===== src/rtl/pc_sequencer.sv =====
// Program-counter control for a fetch/decode/execute pipeline. It chooses increment, hold
// or load each cycle, resolves branch/call/return redirects and keeps a return-address stack.
`timescale 1ns/1ps
module pc_sequencer #(
    parameter int N     = 4,
    parameter int DEPTH = 4
) (
    input  logic         clk,
    input  logic         clear,
    input  logic [N-1:0] pc_cur,
    input  logic         stall,
    input  logic         br_taken,
    input  logic         call,
    input  logic         ret,
    input  logic [N-1:0] br_target,
    input  logic         halt,
    input  logic         resume,
    output logic         IPC,
    output logic         LPC,
    output logic [N-1:0] pc_load_val,
    output logic         flush,
    output logic         halted,
    output logic         stk_overflow,
    output logic         stk_underflow
);

    localparam int AW = $clog2(DEPTH);
    localparam logic [AW:0] SP_FULL = (AW+1)'(DEPTH);

    typedef enum logic [1:0] {RUN, FLUSH, HALTED} state_t;

    state_t         state;
    state_t         state_next;
    logic [AW:0]    sp;
    logic [N-1:0]   stack [DEPTH];
    logic [N-1:0]   pc_inc;
    logic [AW-1:0]  top_idx;
    logic           stk_full;
    logic           stk_empty;
    logic           push;
    logic           pop;
    logic           ovf_set;
    logic           unf_set;

    assign pc_inc    = pc_cur + N'(1);
    assign top_idx   = sp[AW-1:0] - AW'(1);
    assign stk_full  = (sp == SP_FULL);
    assign stk_empty = (sp == '0);
    assign halted    = (state == HALTED);

    always_comb begin
        state_next  = state;
        IPC         = 1'b0;
        LPC         = 1'b0;
        pc_load_val = '0;
        flush       = 1'b0;
        push        = 1'b0;
        pop         = 1'b0;
        ovf_set     = 1'b0;
        unf_set     = 1'b0;
        case (state)
            RUN: begin
                if (halt) begin
                    state_next = HALTED;
                end else if (br_taken) begin
                    LPC         = 1'b1;
                    pc_load_val = br_target;
                    flush       = 1'b1;
                    state_next  = FLUSH;
                end else if (call) begin
                    LPC         = 1'b1;
                    pc_load_val = br_target;
                    flush       = 1'b1;
                    state_next  = FLUSH;
                    ovf_set     = stk_full;
                    push        = !stk_full;
                end else if (ret) begin
                    // An empty stack falls through to the next sequential address.
                    LPC         = 1'b1;
                    pc_load_val = stk_empty ? pc_inc : stack[top_idx];
                    flush       = 1'b1;
                    state_next  = FLUSH;
                    unf_set     = stk_empty;
                    pop         = !stk_empty;
                end else if (!stall) begin
                    IPC = 1'b1;
                end
            end
            FLUSH: begin
                // Redirects and stall here come from squashed instructions; only halt counts.
                flush = 1'b1;
                if (halt) begin
                    state_next = HALTED;
                end else begin
                    IPC        = 1'b1;
                    state_next = RUN;
                end
            end
            HALTED: begin
                if (resume) state_next = RUN;
            end
            default: state_next = RUN;
        endcase
        if (clear) begin
            IPC         = 1'b0;
            LPC         = 1'b0;
            pc_load_val = '0;
            flush       = 1'b1;
            push        = 1'b0;
        end
    end

    always_ff @(posedge clk or posedge clear) begin
        if (clear) begin
            state         <= RUN;
            sp            <= '0;
            stk_overflow  <= 1'b0;
            stk_underflow <= 1'b0;
        end else begin
            state <= state_next;
            if (push)     sp <= sp + (AW+1)'(1);
            else if (pop) sp <= sp - (AW+1)'(1);
            if (ovf_set) stk_overflow  <= 1'b1;
            if (unf_set) stk_underflow <= 1'b1;
        end
    end

    // Stack contents survive clear; resetting the pointer makes them unreachable.
    always_ff @(posedge clk) begin
        if (push) stack[sp[AW-1:0]] <= pc_inc;
    end

endmodule


===== config.mk =====
export PLATFORM = sky130hd
export DESIGN_NAME = pc_sequencer
export DESIGN_NICKNAME = d
export VERILOG_FILES = /design/src/rtl/pc_sequencer.sv
export SDC_FILE = /design/constraint.sdc
export NUM_CORES = 1
export LEC_CHECK = 0
export ABC_AREA = 1
export BUFFER_PORTS_ARGS = -buffer_cell sky130_fd_sc_hd__buf_2
export CAP_MARGIN = 10
export CORE_ASPECT_RATIO = 1.5
export CORE_MARGIN = 2
export CORE_UTILIZATION = 30
export DETAILED_ROUTE_END_ITERATION = 7
export MAX_ROUTING_LAYER = met4
export PLACE_DENSITY = 0.49
export RECOVER_POWER = 50
export SYNTH_ARGS = -nofsm -noshare
export SYNTH_HDL_FRONTEND = slang
export SYNTH_SLANG_ARGS = --single-unit

===== constraint.sdc =====
create_clock -name clk -period 2.3 [get_ports clk]
set_clock_uncertainty 0.1 [all_clocks]
set_input_delay 0.46 -clock clk [delete_from_list [all_inputs] [get_ports clk]]
set_output_delay 0.46 -clock clk [all_outputs]
set_load 0.05 [all_outputs]

# After elaboration in Yosys (flattened, before gate mapping)
# Memory sizes are Yosys's and may differ from the RTL's.
# Index checks and enable logic that the tools add are counted.
dict set report word_totals {
  in_bits 16
  ramBits 16
  memories 1
  reg_bits 7
}
# memory depth word_bits rd rd_ports_with_merged_regs wr line
set mem_list {}
lappend mem_list {stack 4 4 1 0 1 35} ;# logic [N-1:0] stack [DEPTH];
dict set report classes {
  eq_ne 5
  reduce_logical 6
  mux 53
  n_addsub 4
}
# cell count
set op_table {}
lappend op_table {{two-way mux 1 bit} 35}
lappend op_table {{two-way mux 4 bit} 7}
lappend op_table {{two-way mux 2 bit} 6}
lappend op_table {{two-way mux 3 bit} 2}
lappend op_table {{case mux 2 bit (3 select lines)} 1}
lappend op_table {{inequality test 5 bit, second input constant} 1}
lappend op_table {{adder 4 x 1 -> 4 bit, second input constant} 1}
lappend op_table {{case mux 1 bit (2 select lines)} 2}
lappend op_table {{adder 3 x 1 -> 3 bit, second input constant} 1}
lappend op_table {{== test 3 bit, second input constant} 1}
lappend op_table {{logical NOT 3 bit} 1}
lappend op_table {{subtractor 3 x 1 -> 3 bit, second input constant} 1}
lappend op_table {{== test 2 x 1 -> 1 bit, second input constant} 1}
lappend op_table {{== test 2 bit, second input constant} 1}
lappend op_table {{logical NOT 1 bit} 2}
lappend op_table {{logical NOT 2 bit} 1}
lappend op_table {{inequality test 2 bit, second input constant} 1}
lappend op_table {{AND reduction 2 bit} 1}
lappend op_table {{nonzero test 2 bit} 1}
lappend op_table {{subtractor 2 x 1 -> 2 bit, second input constant} 1}

# Longest topological paths before layout
# Gate-level depths: netlist of run 1.
dict set report logic_depth {
  word_depth 9
  ltp_mapped 13
  mapped_depth_nobuf 12
}

# Worst setup path before layout of run 1
# OpenSTA, ideal clock, no wires.
dict set report synth_path {
  kind {register -> output}
  start {register sp[0]}
  end {output port pc_load_val[2]}
  t_required_ps 1740
  path_stages_with_launch 10
  n_path_buf 1
  arrival_ps 2115
  setup_slack_ps -375
  path_cell_list {dfrtp_1 -> buf_4 -> inv_2 -> ha_1 -> inv_1 -> nor2_1 -> inv_1 -> nor2_2 -> a21oi_1 -> a21oi_1}
}
dict set report synth_via {
  elab_chain_cells 9
  elab_cells_between_ends 10
  cone_classes {add/sub: 1; mux: 7; reduce/logical: 1; memory: 1}
}
# item line
set synth_rtl {}
lappend synth_rtl {{start, declared} 34} ;# logic [AW:0] sp;
lappend synth_rtl {{start signal, assigned} 121} ;# if (push) sp <= sp + (AW+1)'(1);
lappend synth_rtl {{start signal, assigned} 122} ;# else if (pop) sp <= sp - (AW+1)'(1);
lappend synth_rtl {{subtractor 2 x 1 -> 2 bit} 46} ;# assign top_idx = sp[AW-1:0] - AW'(1);
lappend synth_rtl {{via top_idx[0]} 37} ;# logic [AW-1:0] top_idx;
lappend synth_rtl {{memory read (4 x 4 bit)} --}
lappend synth_rtl {{two-way mux 4 bit} 80} ;# pc_load_val = stk_empty ? pc_inc : stack[top_idx];
lappend synth_rtl {{two-way mux 4 bit} 77} ;# end else if (ret) begin
lappend synth_rtl {{two-way mux 4 bit} 70} ;# end else if (call) begin
lappend synth_rtl {{two-way mux 4 bit} 65} ;# end else if (br_taken) begin
lappend synth_rtl {{two-way mux 4 bit} 63} ;# if (halt) begin
lappend synth_rtl {{two-way mux 4 bit} 61} ;# case (state)
lappend synth_rtl {{two-way mux 4 bit} 104} ;# if (clear) begin
lappend synth_rtl {{end, declared} 20} ;# output logic [N-1:0] pc_load_val,
# The timed path passes the listed nets, and every way through them passes these cells.

# Final worst setup path of run 1
dict set report layout_path {
  start {register sp[0]}
  end {output port pc_load_val[1]}
}
# Same word-level chain as after synthesis.

==> results of run 1 <==
## final cells by class
type / instances / area share
sequential: 23 / 0.390
multi-input combinational: 96 / 0.369
timing repair buffer: 34 / 0.126
inverter: 23 / 0.0528
tap: 46 / 0.0342
clock buffer: 3 / 0.0245
clock inverter: 1 / 0.00446
## repair_timing
item | CTS | global route
pin swaps | 1 | 4
gates resized for setup | 12 | 11
cloned | 0 | 0
endpoints found under the setup margin | 4 | 4
buffers inserted | 0 | 2
## layer usage
metal,vias to the layer above,routed length (µm)
li1,537,-
met1,503,1290
met2,22,1740
met3,2,102
met4,0,19
met5,-,0
## stage by stage
step,std cells,utilization,instance area (µm²),hold slack (ps)
final,226,0.400,1680,247
after global placement,220,0.370,1560,337
after CTS,224,0.390,1640,109
after floorplan,144,-,1340,172
after detailed placement,220,0.370,1560,343
after global routing,226,0.400,1680,277
## state kept, by name, summed over array words and instances (netlist names)
name	count
sp	3
stack	16
state	2
stk_overflow	1
stk_underflow	1
## how the worst max path moves through the flow
stage | from | endpoint | slack [ps] | depth (start not counted)
6_report | sp[0] | pc_load_val[1] | -30 | 11
5_1_grt | sp[0] | pc_load_val[1] | -130 | 11
4_1_cts | sp[1] | pc_load_val[3] | -20 | 10
3_5_place_dp | sp[1] | pc_load_val[0] | 70 | 9
3_3_place_gp | sp[0] | pc_load_val[0] | 110 | 9
2_1_floorplan | sp[0] | pc_load_val[2] | -100 | 9
## critical path: stages, from the launching register on
cell and delay, ps:
dfrtp_1 400, inv_2 90, ha_4 160, inv_4 40, nor2_4 150, inv_2 70, nor2_4 150, nand2_1 70
nand2_1 70, a21oi_2 50, nor2_4 120, buf_8 150
## synthesized netlist by cell type, types with 2 or more instances
cell type | count | area [µm²]
a21oi_1 | 8 | 40.0
dfrtp_1 | 7 | 175
edfxtp_1 | 16 | 480
ha_1 | 5 | 62.6
inv_1 | 20 | 75.1
inv_2 | 3 | 11.3
nand2_1 | 24 | 90.1
nand2_4 | 3 | 33.8
nand3_1 | 5 | 25.0
nand4_1 | 2 | 12.5
nor2_1 | 22 | 82.6
nor2_2 | 3 | 18.8
o21ai_0 | 11 | 55.1
## placed cells by master, fill, tap and decap left out, types with 2 or more instances in the layout
master	instances
ha_1	4
nand3_1	5
dfrtp_1	7
nand2_4	3
clkbuf_8	3
inv_1	17
nor2_1	20
inv_2	5
buf_6	3
o21ai_0	11
buf_2	19
nor2_4	4
a21oi_2	3
clkbuf_1	4
edfxtp_1	16
buf_4	7
nand4_1	2
a21oi_1	3
nand2_2	2
nand2_1	23
a21oi_4	2
## power by group
| part | total [mW] | leakage [nW] | internal, mW | switching [mW] |
|---|---|---|---|---|
| Sequential | 0.539 | 0.230 | 0.499 | 0.0396 |
| Clock | 0.269 | 0.0217 | 0.123 | 0.146 |
| Combinational | 0.957 | 0.504 | 0.356 | 0.602 |
## logic make-up (layout without fill, tap and decap cells)
logic type               count (synthesis)  count (layout)  synth area share
AND/OR/NAND/NOR                         65              65             0.241
buffers and inverters                   25              61            0.0760
AO/OA/AOI/OAI                           23              23            0.0962
flip-flops                              23              23             0.504
adder cells (fa/ha/maj)                  6               6            0.0635
XOR/XNOR                                 2               2            0.0192
==> flow_summary.json, run 1 <==
{
  "status": "finished, violations left",
  "violations": "setup timing",
  "synth_seq_area_share": 0.504,
  "timing.final.crit_share": 1.01,
  "root_buffer": "clkbuf_8",
  "ys.warnings.count": 0,
  "detail-route-antenna-nets": 0,
  "place_congestion": 0.767,
  "finalSetupViolations": 1,
  "vias": 1064,
  "crit_path_end_kind": "output pin",
  "final_nets": 203,
  "rsz0062_at_grt": "yes",
  "hpwl_mm": 2.49,
  "clockBufferDepth": 2,
  "startpoint_type": "register",
  "grt_use_met1": 0.166,
  "drc": 0,
  "fillCellCount": 441,
  "p_total_mw": 1.77,
  "port_buffers": 25,
  "die_area_um2": 4890,
  "synth_area_per_cell_um2": 9.04,
  "vdd_drop_max_uv": 626,
  "cap_violations": 0,
  "grt_pass1_wl_mm": 5.11,
  "grt_usage": 0.140,
  "hold_violations": 0,
  "worst-setup-path-type": "register to output pin",
  "initial_core_util": 0.309,
  "hold_class": "input pin to async pin",
  "num_rows": 29,
  "mappedNetlistNets": 166,
  "cts_tree": "yes",
  "syn_area_um2": 1300,
  "fmax_mhz": 429,
  "dr.pass1.iters": 4,
  "grt_start_max_net_pins": 15,
  "max_slew_margin": 0.692,
  "globalRouteMet2Util": 0.248,
  "syn_inst": 144,
  "async_reset_ff_frac": 0.304,
  "area_delta_synth_final_pct": 29.3,
  "r2r_end": "sp[2]",
  "antenna_cells": 0,
  "wl_per_cell_um": 13.9,
  "tns_ps": -31.4,
  "dpl_worst_slack_ps": 67.2,
  "worst_pin_slew_ps": 462,
  "drive_gt1_frac": 0.333,
  "wl_mm": 3.15,
  "reg2reg_from": "sp[1]",
  "cts_hold_buffers": 0,
  "synth_edf_count": 16,
  "grt_overflow": 0,
  "crit_fanout": 4,
  "clock-sinks": 23,
  "die_h_um": 84.7,
  "grt_pass1_vias": 1099,
  "grt.busiest_layer": "met2",
  "viasPerCell": 4.71,
  "core_um2": 4210,
  "worst-r2r-setup-slack_ps": 270,
  "worst_ep_required_time_ps": 1740,
  "postLayoutSetupSlackWorst_ps": -31.4,
  "leakagePower_nw": 0.756,
  "drt-initial-drc-count": 13,
  "p_per_area_nw_per_um2": 1050,
  "arrival_ps": 1770,
  "multi_input_area_um2": 621,
  "grtUsageMet3": 0.0154,
  "synthDistinctLibCells": 28,
  "htreeDepth": 1,
  "ys_seq_elements": 23,
  "design.portCount": 26,
  "synthFlopType": "edfxtp_1",
  "antenna_found_initial": 0,
  "regArea_um2": 656,
  "clkLatencyLatePin_ps": 270,
  "path_clk_slew_ps": 90,
  "die_width_um": 57.8,
  "cts-buffers-inserted": 3,
  "fin_crit_ps": 2330,
  "drv_slew": 0,
  "r2r_cells": 12
}
Note: power is estimated with default switching activity, not from simulation.
==> inputs of run 2 (changes only) <==
--- a/config.mk
+++ b/config.mk
@@ -13,7 +13,7 @@
 export CORE_UTILIZATION = 30
 export DETAILED_ROUTE_END_ITERATION = 7
 export MAX_ROUTING_LAYER = met4
-export PLACE_DENSITY = 0.49
+export PLACE_DENSITY = 0.5
 export RECOVER_POWER = 50
 export SYNTH_ARGS = -nofsm -noshare
 export SYNTH_HDL_FRONTEND = slang
==> constraint.sdc (replaced) <==
create_clock -name clk -period 2.03 [get_ports clk]
set_clock_uncertainty 0.1 [all_clocks]
set_input_delay 0.406 -clock clk [delete_from_list [all_inputs] [get_ports clk]]
set_output_delay 0.406 -clock clk [all_outputs]
set_load 0.05 [all_outputs]
==> run 2 against run 1 <==
Against the previous run:
- the flow still finishes with violations (setup timing)
- flip-flop and latch count did not move
- clock power increased by 5%
- design area rose by 9.3%
- critical endpoint is now pc_load_val[2]
- largest power group unchanged
- highest routed layer unchanged
==> flow_summary.json, run 2 (synthesis results as in run 1) <==
{
  "status": "finished, violations left",
  "violations": "setup timing",
  "power_switching_mw": 0.928,
  "crit_buf_inv": 3,
  "path_clk_slew_ps": 80,
  "fin_crit_ps": 2170,
  "final_common_cell": "buf_4",
  "grt_usage": 0.140,
  "root_buffer": "clkbuf_8",
  "leakagePower_nw": 0.824,
  "drc": 0,
  "wl_mm": 3.10,
  "core_um2": 4210,
  "num_rows": 29,
  "antenna_cells": 0,
  "die_area_um2": 4890,
  "antenna_found_initial": 0,
  "worst-setup-path-type": "register to output pin",
  "crit_path_end_kind": "output pin",
  "clock-sinks": 23,
  "drt-initial-drc-count": 26,
  "combPwrFrac": 0.579,
  "instances_no_fill": 240,
  "port_buffers": 25,
  "detail-route-antenna-nets": 0,
  "vias": 1102,
  "critPathSlowestCell": "dfrtp_1",
  "cap_violations": 0,
  "reg2reg_from": "sp[0]",
  "die_h_um": 84.7,
  "area_delta_synth_final_pct": 41.3,
  "worst_pin_slew_ps": 426,
  "timing.final.crit_share": 1.07,
  "largest_reg_flops": 16,
  "arrival_ps": 1660,
  "place_congestion": 0.862,
  "p_clk_frac": 0.132,
  "die_width_um": 57.8,
  "grt_start_max_net_pins": 13,
  "startpoint_type": "register",
  "hpwl_mm": 2.47,
  "cp_top_family": "flip-flops",
  "worst_ep_required_time_ps": 1520,
  "cts_tree": "yes",
  "hold_class": "input pin to async pin",
  "fmax_mhz": 462,
  "max_slew_margin": 0.716,
  "power.internal_mw": 1.21,
  "rsz0062_at_grt": "yes",
  "grt_overflow": 0,
  "finalSetupViolations": 4,
  "crit_fanout": 5,
  "switching_share": 0.435,
  "viasPerCell": 4.59,
  "dpl_worst_slack_ps": -52.3,
  "path_cells": "clkinv_4 > ha_4 > inv_4 > nor2_2 > o21ai_1 > nand2_1 > nand2_2 > a21oi_4 > buf_6",
  "clkLatencyLatePin_ps": 260,
  "postLayoutCellArea_um2": 1840,
  "drive_gt1_frac": 0.448,
  "tns_ps": -511,
  "cts_hold_buffers": 0,
  "regArea_um2": 656,
  "place_area_um2": 1630,
  "critPathMaxStageDelay_ps": 400,
  "hold_violations": 0,
  "dr.pass1.iters": 4,
  "final_nets": 217,
  "postLayoutSetupSlackWorst_ps": -137,
  "pwr-share-seq": 0.289,
  "design.portCount": 26,
  "place_inst": 225,
  "cts-buffers-inserted": 3,
  "clockBufferDepth": 2,
  "layout_common_cells": "20 x buf_4, 19 x buf_2, 18 x nand2_1",
  "vdd_drop_max_uv": 646,
  "grt_pass1_wl_mm": 5.09,
  "initial_core_util": 0.309,
  "fillCellCount": 409,
  "worst-r2r-setup-slack_ps": 90,
  "htreeDepth": 1,
  "drv_slew": 0,
  "r2r_end": "sp[1]",
  "r2r_cells": 10,
  "grt_pass1_vias": 1225,
  "wl_per_cell_um": 12.9,
  "p_per_area_nw_per_um2": 1160,
  "multi_input_area_um2": 672
}
run 2: how the worst max path moves through the flow:
stage	startpoint	depth (start not counted)	endpoint	slack (ps)
after floorplan	sp[0]	9	pc_load_val[2]	-50
after global placement	sp[1]	11	pc_load_val[1]	-60
after detailed placement	sp[1]	11	pc_load_val[1]	-50
after CTS	sp[0]	11	pc_load_val[1]	-190
after global routing	sp[1]	11	pc_load_val[1]	-260
final	sp[0]	9	pc_load_val[2]	-140
run 2: final cells by class:
cell class,count,share of cell area
Inverter,23,0.0524
Tap cell,46,0.0313
Timing Repair Buffer,48,0.170
Multi-Input combinational cell,96,0.365
Clock buffer,4,0.0245
Sequential cell,23,0.356
run 2: timing repair:
action                                  CTS  global route
gates cloned                              0             0
buffers inserted                          2             9
resized for setup                        17            21
endpoints found under the setup margin    4             5
pin swaps                                 4            14
run 2: metal layers:
layer | GRT usage | vias to the layer above | wire [µm]
li1 | - | 567 | -
met1 | 0.135 | 508 | 1210
met2 | 0.260 | 21 | 1740
met3 | 0.0200 | 6 | 88
met4 | 0.0677 | 0 | 63
met5 | - | - | 0
run 2: worst min-delay path, cell delays in order:
cell and delay [ps]:
clkbuf_1 140, inv_1 110, clkbuf_1 350
run 2: power groups by stage:
stage	clock network (mW)	logic [mW]	registers (mW)
2_1_floorplan	0	0.670	0.690
3_3_place_gp	0	1.01	0.620
3_5_place_dp	0	1.00	0.623
4_1_cts	0.291	1.10	0.617
5_1_grt	0.307	1.38	0.622
6_report	0.282	1.24	0.617
run 2: metrics by stage:
stage | util | hold slack [ps] | total power [mW]
after detailed placement | 0.387 | 341 | 1.63
final | 0.437 | 218 | 2.13
after global placement | 0.387 | 338 | 1.63
after global routing | 0.437 | 240 | 2.31
after CTS | 0.413 | 87.2 | 2.00
after floorplan | - | 118 | 1.36
